<file path="config.mk">
export PLATFORM = sky130hd
export DESIGN_NAME = rn_w_router
export DESIGN_NICKNAME = d
export VERILOG_FILES = /design/src/rtl/rn_pkg.sv /design/src/rtl/rn_w_fifo.sv /design/src/rtl/rn_w_router.sv
export SDC_FILE = /design/constraint.sdc
export NUM_CORES = 1
export LEC_CHECK = 0
export ABC_AREA = 1
export CAP_MARGIN = 20
export CORE_MARGIN = 5
export CORE_UTILIZATION = 59
export DETAILED_ROUTE_END_ITERATION = 7
export HOLD_SLACK_MARGIN = 0.15
export PLACE_DENSITY = 0.91
export SLEW_MARGIN = 0
export SYNTH_ARGS = -nofsm -noshare
export SYNTH_HDL_FRONTEND = slang
export SYNTH_SLANG_ARGS = --single-unit
</file>
<file path="constraint.sdc">
create_clock -name clk -period 14.2 [get_ports clk]
set_input_delay 2.84 -clock clk [delete_from_list [all_inputs] [get_ports clk]]
set_output_delay 2.84 -clock clk [all_outputs]
set_load 0.03 [all_outputs]
</file>
<file path="src/rtl/rn_pkg.sv">
// Package shared by the RN write-data router and its beat FIFO.
// It holds the ID and target widths, the target count, the routing view of a
// buffered W beat, the input FSM state encoding and a one-hot helper.
// The data and strobe fields are not in w_beat_t because their width is a
// module parameter. They travel next to the struct inside the FIFO word.
package rn_pkg;

    localparam int ID_W    = 11;
    localparam int TGT_W   = 2;
    localparam int NUM_TGT = 4;

    // These are the routing fields of a buffered beat: the target, the write ID and the last flag.
    typedef struct packed {
        logic [TGT_W-1:0] tgt;
        logic [ID_W-1:0]  wid;
        logic             last;
    } w_beat_t;

    typedef enum logic [0:0] {
        ST_IDLE  = 1'b0,
        ST_BURST = 1'b1
    } w_state_e;

    function automatic logic [NUM_TGT-1:0] tgt_onehot(input logic [TGT_W-1:0] tgt);
        logic [NUM_TGT-1:0] oh;
        oh = '0;
        oh[tgt] = 1'b1;
        return oh;
    endfunction

endpackage

</file>
<file path="src/rtl/rn_w_fifo.sv">
// This is a parameterised synchronous FIFO that buffers W beats.
// Ports:
//   clk       rising-edge clock
//   rst       asynchronous active-low reset that empties the FIFO (storage keeps its contents)
//   push      write push_data when not full
//   push_data word to store
//   pop       discard the head when not empty
//   pop_data  head word (valid while ~empty)
//   full      all DEPTH entries are occupied
//   empty     no entries are occupied
module rn_w_fifo #(
    parameter int DEPTH = 4,
    parameter int WIDTH = 8
) (
    input  logic             clk,
    input  logic             rst,
    input  logic             push,
    input  logic [WIDTH-1:0] push_data,
    input  logic             pop,
    output logic [WIDTH-1:0] pop_data,
    output logic             full,
    output logic             empty
);

    localparam int AW = $clog2(DEPTH);

    logic [WIDTH-1:0] mem [DEPTH];
    logic [AW:0]      wr_ptr;
    logic [AW:0]      rd_ptr;
    logic             do_push;
    logic             do_pop;

    // Each pointer has one more bit than the address. The extra MSB tells a full FIFO from an empty one when the address bits are equal.
    assign empty    = (wr_ptr == rd_ptr);
    assign full     = (wr_ptr[AW] != rd_ptr[AW]) && (wr_ptr[AW-1:0] == rd_ptr[AW-1:0]);
    assign do_push  = push & ~full;
    assign do_pop   = pop & ~empty;
    assign pop_data = mem[rd_ptr[AW-1:0]];

    always_ff @(posedge clk or negedge rst) begin
        if (!rst) begin
            wr_ptr <= '0;
            rd_ptr <= '0;
        end else begin
            if (do_push) wr_ptr <= wr_ptr + 1'b1;
            if (do_pop)  rd_ptr <= rd_ptr + 1'b1;
        end
    end

    // Storage has no reset. Only the pointers decide which entries are live.
    always_ff @(posedge clk) begin
        if (do_push) mem[wr_ptr[AW-1:0]] <= push_data;
    end

endmodule

</file>
<file path="src/rtl/rn_w_router.sv">
// This is the RN write-data router. It buffers upstream W beats and steers each
// beat to one of NUM_TGT targets. Beats leave in the order they were accepted.
// A burst is locked to the target and ID of its first beat.
// Ports:
//   clk, rst          clock and asynchronous active-low reset
//   WVALID/WREADY     upstream W handshake (WREADY depends only on registered state)
//   WID/WDATA/WSTRB/WLAST  upstream beat payload
//   W_TgtID           target of the beat, from the write tracker
//   TGT_WVALID        one-hot valid toward the target of the FIFO head
//   TGT_WREADY        per-target ready (only the selected bit is used)
//   TGT_W*            shared payload of the FIFO head
//   burst_done        pulses when a WLAST beat is handed to its target
//   err_tgt_mismatch  sticky flag, set when the ID or target changes mid-burst
//   beat_cnt          wrapping count of forwarded beats
module rn_w_router
    import rn_pkg::*;
#(
    parameter int FIFO_DEPTH = 4,
    parameter int DATA_WIDTH = 128
) (
    input  logic                    clk,
    input  logic                    rst,
    input  logic                    WVALID,
    output logic                    WREADY,
    input  logic [10:0]             WID,
    input  logic [DATA_WIDTH-1:0]   WDATA,
    input  logic [DATA_WIDTH/8-1:0] WSTRB,
    input  logic                    WLAST,
    input  logic [1:0]              W_TgtID,
    output logic [3:0]              TGT_WVALID,
    input  logic [3:0]              TGT_WREADY,
    output logic [10:0]             TGT_WID,
    output logic [DATA_WIDTH-1:0]   TGT_WDATA,
    output logic [DATA_WIDTH/8-1:0] TGT_WSTRB,
    output logic                    TGT_WLAST,
    output logic                    burst_done,
    output logic                    err_tgt_mismatch,
    output logic [15:0]             beat_cnt
);

    localparam int STRB_W = DATA_WIDTH / 8;
    localparam int BEAT_W = TGT_W + ID_W + DATA_WIDTH + STRB_W + 1;

    w_state_e         state;
    logic [TGT_W-1:0] lock_tgt;
    logic [ID_W-1:0]  lock_wid;
    logic             ready_en;
    logic             accept;
    logic [TGT_W-1:0] push_tgt;
    logic [BEAT_W-1:0] fifo_wr;
    logic [BEAT_W-1:0] fifo_rd;
    logic             fifo_full;
    logic             fifo_empty;
    logic             pop;
    w_beat_t          head;

    // ready_en keeps WREADY low during reset. It releases WREADY on the first clock edge after reset ends.
    always_ff @(posedge clk or negedge rst) begin
        if (!rst) ready_en <= 1'b0;
        else      ready_en <= 1'b1;
    end

    assign WREADY   = ready_en & ~fifo_full;
    assign accept   = WVALID & WREADY;
    assign push_tgt = (state == ST_BURST) ? lock_tgt : W_TgtID;
    assign fifo_wr  = {push_tgt, WID, WDATA, WSTRB, WLAST};

    rn_w_fifo #(
        .DEPTH (FIFO_DEPTH),
        .WIDTH (BEAT_W)
    ) u_fifo (
        .clk       (clk),
        .rst       (rst),
        .push      (accept),
        .push_data (fifo_wr),
        .pop       (pop),
        .pop_data  (fifo_rd),
        .full      (fifo_full),
        .empty     (fifo_empty)
    );

    assign {head.tgt, head.wid, TGT_WDATA, TGT_WSTRB, head.last} = fifo_rd;
    assign TGT_WID    = head.wid;
    assign TGT_WLAST  = head.last;
    assign TGT_WVALID = fifo_empty ? '0 : tgt_onehot(head.tgt);

    // Only the ready bit of the head's target is used. This keeps strict
    // accept order even when another target is ready and this one is not.
    assign pop        = ~fifo_empty & TGT_WREADY[head.tgt];
    assign burst_done = pop & head.last;

    // The first non-last beat locks the target and ID. Beats that follow in
    // the same burst go to the locked target even if the tracker points to
    // another one. Such a disagreement is recorded in the sticky error flag.
    always_ff @(posedge clk or negedge rst) begin
        if (!rst) begin
            state            <= ST_IDLE;
            lock_tgt         <= '0;
            lock_wid         <= '0;
            err_tgt_mismatch <= 1'b0;
        end else if (accept) begin
            case (state)
                ST_IDLE: begin
                    if (!WLAST) begin
                        state    <= ST_BURST;
                        lock_tgt <= W_TgtID;
                        lock_wid <= WID;
                    end
                end
                ST_BURST: begin
                    if ((WID != lock_wid) || (W_TgtID != lock_tgt))
                        err_tgt_mismatch <= 1'b1;
                    if (WLAST)
                        state <= ST_IDLE;
                end
                default: state <= ST_IDLE;
            endcase
        end
    end

    always_ff @(posedge clk or negedge rst) begin
        if (!rst)     beat_cnt <= '0;
        else if (pop) beat_cnt <= beat_cnt + 16'd1;
    end

endmodule

</file>
==> flow_summary.ini <==
[floorplanning]
die_area_um2 = 47740
die_w_um = 218.5
num_rows = 76
start_util_pct = 59.53
io_pins = 344
core_region_area_um2 = 43080
die_y_um = 218.5

[pwr]
pwr-share-seq_pct = 36.1
p_int_uw = 4299
netSwitchingFraction_pct = 39.06
switchingPower_uw = 2756
power_density_nw_per_um2 = 224.3
comb_power_share_pct = 40.6
leakage_uw = 0.01053
ir_drop_uv = 185.6
power.share.clock_pct = 23.3

[cells_and_area]
final_area_um2 = 31460
final_cell_mix = edfxtp_1, clkdlybuf4s50_1, nor2_1
area_delta_synth_final_pct = 22.66
layout-drive-gt1-share_pct = 5.983
final_common_cell = edfxtp_1
fin_nets = 2344
layout.cells.non_filler = 2812

[global_route]
grt_pass1_wl_mm = 96.11
first_global_vias = 17140
antenna_found_initial = 8
grt_usage_pct = 25.92
grt_max_degree = 158
grt-ovfl-total = 0

[hold_path]
min_path_type = flip-flop to flip-flop

[placed_design]
dp_hpwl_mm = 35.84
place_inst = 2695
place_ws_ns = 6.350
place_congestion = 0.8315
port_buffers = 343
postPlaceCellArea_um2 = 29440

[cts]
clockBufferDepth = 3
cts_inserted_buffers = 61
insertion_delay_ns = 0.63
clk_pin_slew_ns = 0.07
cts_root_buf = clkbuf_16
cts_max_level = 2
cts_tree = done
cts_setup_buffers = 0
hold_buffers = 0
cts_resized = 0
cts.sinks = 670

[worst_setup_path]
end_kind = output pin
crit_arrival_ns = 5.03
r2r_end = u_fifo.mem[3][69]$_DFFE_PP_
required_ns = 11.36
startpoint_type = input pin
reg2reg_slack_ns = 9.61
r2r_cells = 9
worstPathMaxFanout = 22
crit_path_start = TGT_WREADY[1]
worstSetupPathType = input pin to output pin
endpoint = burst_done
r2r-start = u_fifo.rd_ptr[0]$_DFFE_PN0P_

[timing]
slew_headroom_pct = 30.91
drv_slew = 0
finalCriticalPeriod_ns = 7.869
finalHoldViolCount = 0
tns_ns = 0
min_period_over_period_pct = 55.42
worstMarginPinSlew_ns = 1.036
fin_ws_ns = 6.331
finalSetupViolations = 0
fmax_ghz = 0.1271
skew_ns = 0.01840
rsz0062_at_grt = no

[logic_synthesis]
synthArstFlopShare_pct = 5.672
yosysUniqueCellTypes = 32
synth_edf_count = 632
syn_inst = 1867
yosys_most_used_dff = edfxtp_1
synth.cell_area_um2 = 25640
synth_nets = 2038
syn_avg_cell_area_um2 = 13.74
seq_area_frac_synth_pct = 77.71
ys_seq_elements = 670
yosys_warnings = 0

[flow_run]
maxCapViolCount = 0

[routing]
via_per_inst = 6.067
antenna_left = 0
drt_wl_total_mm = 63.90
vias = 17060
first_pass_iters = 6
post-route-drc-count = 0
drt_first_iter_violations = 2046
routedWlPerCell_um = 22.72

[outcome]
outcome = complete, no violations
==> area by class of cell <==
cell class,count,area (um^2)
Sequential cell,670,19940
Fill cell,2385,11620
Multi-Input combinational cell,1035,5029
Timing Repair Buffer,359,3561
Clock buffer,72,1568
Tap cell,585,732.0
Clock inverter,41,436.7
Inverter,46,182.7
Antenna cell,4,10.01
==> metal layers <==
metal  share of wire [%]  up-vias  global-route usage [%]
li1                    -     7524                       -
met1                  35     8394                   32.19
met2                  51      974                   44.35
met3                  11      161                   7.508
met4                 2.9        8                   8.478
met5               0.072        -                       0
==> power by group through the flow <==
stage                     registers [uW]  clock network [uW]  logic, uW
after floorplan                     2570                   0       1770
after global placement              2570                   0       2730
after detailed placement            2580                   0       2820
after CTS                           2540                1660       2860
after global routing                2560                1750       3030
final                               2550                1650       2860
==> worst min-delay path by stage <==
stage / start / end / slack [ns] / depth (start not counted)
after floorplan: lock_wid[5]$_DFFE_PN0P_ / lock_wid[5]$_DFFE_PN0P_ / 0.48 / 2
after global placement: err_tgt_mismatch$_DFFE_PN0P_ / err_tgt_mismatch$_DFFE_PN0P_ / 0.47 / 2
after detailed placement: err_tgt_mismatch$_DFFE_PN0P_ / err_tgt_mismatch$_DFFE_PN0P_ / 0.50 / 2
after CTS: err_tgt_mismatch$_DFFE_PN0P_ / err_tgt_mismatch$_DFFE_PN0P_ / 0.51 / 2
after global routing: err_tgt_mismatch$_DFFE_PN0P_ / err_tgt_mismatch$_DFFE_PN0P_ / 0.55 / 2
final: err_tgt_mismatch$_DFFE_PN0P_ / err_tgt_mismatch$_DFFE_PN0P_ / 0.52 / 2
==> state kept, by name (all words and copies together) (netlist names) <==
name and flops:
lock_tgt 2, ready_en 1, u_fifo.rd_ptr 3, u_fifo.wr_ptr 3
beat_cnt 16, u_fifo.mem 632, lock_wid 11, state 1
err_tgt_mismatch 1
==> cells in the mapped netlist, types with 2 or more instances <==
library cell	number	area (um^2)
inv_1	43	161.4
dfrtp_1	38	950.9
inv_2	3	11.26
buf_1	5	18.77
nor3_1	4	20.02
ha_1	6	75.07
nand2_2	4	25.02
o21ai_0	324	1622
edfxtp_1	632	18980
o22ai_1	159	994.7
o211ai_2	2	25.02
nand4_1	25	156.4
nand3_2	3	30.03
xnor2_1	4	35.03
clkbuf_1	80	300.3
nand3_4	2	35.03
nand2_1	125	469.2
xor2_1	9	78.83
buf_6	4	45.04
buf_4	18	135.1
nand3_1	9	45.04
nor2_1	343	1287
o21ai_1	7	35.03
or2_2	2	12.51
buf_2	9	45.04
==> kinds of logic after synthesis <==
logic type               Yosys count  synth area share (%)
adder cells (fa/ha/maj)            6                0.2927
XOR/XNOR                          13                0.4440
other                              1               0.01462
buffers and inverters            162                 2.796
flip-flops                       670                 77.71
AND/OR/NAND/NOR                  520                 8.216
AO/OA/AOI/OAI                    495                 10.52
==> through the flow <==
step                util [%]  total power [uW]  hold WS (ns)
finish                 73.02              7055        0.5222
global route           73.02              7346        0.5515
CTS                    73.00              7065        0.5144
detailed placement     68.35              5401        0.4996
global placement       68.35              5295        0.4734
floorplan                  -              4340        0.4841
==> worst max-delay path: stages <==
cell and delay, ns:
clkdlybuf4s50_1 0.46, nand3b_1 0.11, nand2_1 0.07, nand2_2 0.32, nand3_4 0.29, a21oi_2 0.18, clkdlybuf4s50_1 0.75
Note: power is estimated with default switching activity, not from simulation.
